**config.mk**
```make
export PLATFORM = sky130hd
export DESIGN_NAME = seq_detector_param
export DESIGN_NICKNAME = d
export VERILOG_FILES = /design/src/rtl/seq_detector_param.sv
export SDC_FILE = /design/constraint.sdc
export NUM_CORES = 1
export LEC_CHECK = 0
export BUFFER_PORTS_ARGS = -buffer_cell sky130_fd_sc_hd__buf_2
export CORE_MARGIN = 3
export CORE_UTILIZATION = 57
export DETAILED_ROUTE_END_ITERATION = 10
export PLACE_DENSITY = 0.87
export RECOVER_POWER = 100
export SYNTH_ARGS = -nofsm -noshare
export SYNTH_HDL_FRONTEND = slang
export SYNTH_SLANG_ARGS = --single-unit
```
**constraint.sdc**
```tcl
create_clock -name clk -period 2.8 [get_ports clk]
set_input_delay 0.28 -clock clk [delete_from_list [all_inputs] [get_ports clk]]
set_output_delay 0.28 -clock clk [all_outputs]
set_load 0.02 [all_outputs]
```
**src/rtl/seq_detector_param.sv**
```systemverilog
// rtl/seq_detector_param.sv - parameterised serial pattern detector with saturating match counter
module seq_detector_param #(
    parameter int                 PAT_LEN = 4,
    parameter logic [PAT_LEN-1:0] PATTERN = 'b1010,
    parameter int                 CNT_W   = 8
) (
    input  logic               clk,
    input  logic               reset,
    input  logic               x,
    input  logic               x_valid,
    input  logic               overlap,
    input  logic               pat_load,
    input  logic [PAT_LEN-1:0] pat_in,
    input  logic               clr_count,
    output logic               z,
    output logic [CNT_W-1:0]   match_count,
    output logic               count_sat
);

    localparam int            FW       = (PAT_LEN > 1) ? $clog2(PAT_LEN) : 1;
    localparam logic [FW-1:0] FILL_MAX = FW'(PAT_LEN - 1);

    logic [PAT_LEN-1:0] pat_q;
    logic [PAT_LEN-2:0] hist_q;
    logic [FW-1:0]      fill_q;

    logic               accept;
    logic               full;
    logic               match;
    logic [PAT_LEN-1:0] window;
    logic [CNT_W-1:0]   cnt_inc;
    logic               cnt_max;

    // The candidate window is the held history with the incoming bit as its LSB.
    assign window  = {hist_q, x};
    assign accept  = x_valid & ~pat_load;
    assign full    = (fill_q == FILL_MAX);
    assign match   = accept & full & (window == pat_q);
    assign cnt_inc = match_count + CNT_W'(1);
    assign cnt_max = &match_count;

    always_ff @(posedge clk) begin
        if (reset) begin
            pat_q  <= PATTERN;
            hist_q <= '0;
            fill_q <= '0;
            z      <= 1'b0;
        end else begin
            z <= match;
            if (pat_load) begin
                pat_q  <= pat_in;
                hist_q <= '0;
                fill_q <= '0;
            end else if (x_valid) begin
                hist_q <= window[PAT_LEN-2:0];
                // Non-overlapping mode restarts the fill so no matched bit is reused.
                if (match && !overlap) begin
                    fill_q <= '0;
                end else if (!full) begin
                    fill_q <= fill_q + FW'(1);
                end
            end
        end
    end

    always_ff @(posedge clk) begin
        if (reset || clr_count) begin
            match_count <= '0;
            count_sat   <= 1'b0;
        end else if (match && !cnt_max) begin
            match_count <= cnt_inc;
            count_sat   <= &cnt_inc;
        end
    end

endmodule

```
==> impl_metrics.py <==
metrics = {
    "placement": {
        "io_buffers": 20,
        "placement.cell_area_mm2": 0.00116,
        "pre_cts_ws_ps": 1160,
        "place.gp.congestion": 0.842,
        "hpwl_mm": 1.41,
    },
    "synthesis": {
        "yosys.area_share.adder_pct": 3.53,
        "yosys.area_share.simple_pct": 30.1,
        "synth_compound_area_share_pct": 5.17,
        "synth_top_area_share_pct": 35.7,
        "ys_seq_area_share_pct": 35.7,
        "synth_xor_area_share_pct": 14.6,
        "yosys_warnings": 0,
        "synth_edf_count": 0,
        "synth_commonest_cells": "dfxtp_1, nor2_1, mux2i_1, xnor2_1, nand4_1",
        "ys.flop_type": "dfxtp_1",
        "synth_top_family_by_area": "simple AND/OR/NAND/NOR gates",
        "syn_area_mm2": 0.00106,
        "synth_area_leader_cell": "dfxtp_1",
        "syn_nets": 116,
        "synthArstFlopShare_pct": 0,
        "synth_area_per_cell_um2": 10.4,
        "syn_inst": 102,
        "yosysMostFrequentCell": "dfxtp_1",
        "yosysUniqueCellTypes": 37,
        "ys_ff_latch": 19,
        "synth_area_leaders": "dfxtp_1, mux2i_1, xnor2_1",
        "synth_mux_area_share_pct": 7.64,
    },
    "detailed_routing": {
        "via_per_inst": 5.29,
        "routed_wirelength_mm": 1.88,
        "first_iter_violations": 14,
        "drtPass1Iterations": 4,
        "drcViolationCount": 0,
        "routedWlPerCell_um": 12.9,
        "ant_nets": 0,
        "vias": 772,
    },
    "power_and_ir_drop": {
        "ir_worst_vdd_v": 0.000289,
        "p_int_mw": 0.353,
        "p_per_area_mw_per_mm2": 421,
        "p_leak_nw": 0.406,
        "power.share.clock_pct": 30.0,
        "power_switching_mw": 0.107,
        "switching_share_pct": 23.3,
        "p_total_mw": 0.460,
        "p_comb_share_pct": 9.0,
        "seqPwrFrac_pct": 60.9,
    },
    "clocking": {
        "clock-sinks": 19,
        "clk_pin_slew_ps": 110,
        "cts_max_level": 1,
        "clock_latency_ps": 300,
        "cts_buffers": 3,
        "cts_root_buffer": "clkbuf_4",
        "cts_tree": "yes",
        "postCtsSetupBuffers": 0,
        "clk_path_buf_depth": 2,
        "post_cts_resize_count": 0,
        "cts_hold_buf": 0,
    },
    "critical_path": {
        "required_ps": 3020,
        "cp_top_family": "simple AND/OR/NAND/NOR gates",
        "path_buf_inv": 0,
        "critical_path_class": "flip-flop to flip-flop",
        "crit_chain": "xnor2_1 -> nand4b_1 -> nor3_1 -> nor2_1 -> a211oi_1",
        "slowest_delay_ps": 610,
        "path_max_fanout": 7,
        "cpMaxStageDelayCell": "nor3_1",
        "arrival_ps": 2090,
        "end_kind": "flip-flop",
        "start_kind": "flip-flop",
    },
    "floorplanning": {
        "fp-row-count": 14,
        "die_x_um": 49.2,
        "initial_core_util_pct": 65.4,
        "coreArea_mm2": 0.00163,
        "dieArea_mm2": 0.00242,
        "ioPinCount": 21,
        "die_height_um": 49.2,
    },
    "global_route": {
        "grt_usage_pct": 16.3,
        "grt_pass1_wl_mm": 3.09,
        "antenna_found_initial": 0,
        "grt_start_max_net_pins": 11,
        "grt-ovfl-total": 0,
        "grt_pass1_vias": 727,
    },
    "timing": {
        "finalCritPeriodShare_pct": 67.1,
        "rsz0062_at_grt": "false",
        "timing.final.ws_setup_ps": 922,
        "clock_skew_ps": 4.02,
        "drv_slew": 0,
        "fmaxAchievable_mhz": 533,
        "finalHoldViolCount": 0,
        "setup_violations": 0,
        "worstMarginPinSlew_ps": 603,
        "whs_ps": 185,
        "fin_crit_ps": 1880,
        "max-slew-margin-rel_pct": 59.5,
        "tns_ps": 0,
    },
    "cells_and_area": {
        "multiInputGateArea_um2": 564,
        "fillers": 142,
        "fin_area_mm2": 0.00109,
        "regArea_um2": 380,
        "fin_nets": 137,
        "antennaDiodeCount": 0,
        "drive_gt1_share_pct": 16.4,
        "area_growth_pct": 2.59,
    },
    "flow_run": {
        "maxCapViolations": 0,
    },
    "min_path": {
        "hold_class": "input pin to flip-flop",
    },
    "run_status": {
        "status": "completed",
    },
}
==> layout by cell type (no fill, tap or decap), types with 2 or more instances in the layout <==
cell type and n:
dfxtp_1 19, nor4_1 3, and3_1 2, clkbuf_4 3
ha_1 3, clkbuf_1 11, nand2_1 3, mux2i_1 7
xor2_1 2, a211oi_1 2, nor2b_1 2, nor2_1 16
xnor2_2 2, buf_2 10, nand3_1 4, nor3_1 3
xnor2_1 8, a211o_1 2, nand4_1 4
==> path summary, 6_finish.rpt <==
path,startpoint,endpoint,slack [ps],depth (start not counted)
worst min register to register,count_sat,count_sat,460,2
worst max-delay path,hist_q[2],match_count[1],920,5
worst min-delay path,pat_in[3],pat_q[3],190,2
worst max register to register,hist_q[2],match_count[1],920,5
==> final cells by class <==
| class | instances | area share [%] |
|---|---|---|
| well taps | 24 | 2.75 |
| multi-input cells | 78 | 51.7 |
| clock buffers | 4 | 2.41 |
| inverters | 1 | 0.344 |
| flip-flops and latches | 19 | 34.8 |
| repair buffers | 20 | 8.02 |
==> per-layer routing <==
layer  GRT usage (%)  routed length [um]  vias to the layer above
met1            21.4                 966                      344
met5               0                   0                        -
met3            3.06                  87                        4
met2            26.6                 808                       24
li1                -                   -                      400
met4            5.21                  22                        0
==> through the flow <==
stage          cells  util (%)
4_1_cts          146      73.0
6_report         146      67.1
3_3_place_gp     142      71.4
2_1_floorplan    102         -
5_1_grt          146      67.1
3_5_place_dp     142      71.4
==> power groups by stage <==
stage	Sequential [mW]	Combinational, mW	Clock (mW)
2_1_floorplan	0.286	0.0400	0
3_3_place_gp	0.287	0.0478	0
3_5_place_dp	0.287	0.0491	0
4_1_cts	0.281	0.0492	0.145
5_1_grt	0.281	0.0463	0.157
6_report	0.280	0.0415	0.138
==> cell families after synthesis <==
| logic type | after synthesis |
|---|---|
| flops | 19 |
| fa+ha+maj | 3 |
| buf+inv | 5 |
| xor+xnor | 13 |
| simple gates | 47 |
| mux | 8 |
| compound gates | 7 |
==> flip-flops by register name (all words and copies together) (netlist names) <==
signal	cells
pat_q	4
fill_q	2
match_count	8
z	1
count_sat	1
hist_q	3
Power figures use the tool's default switching activity.
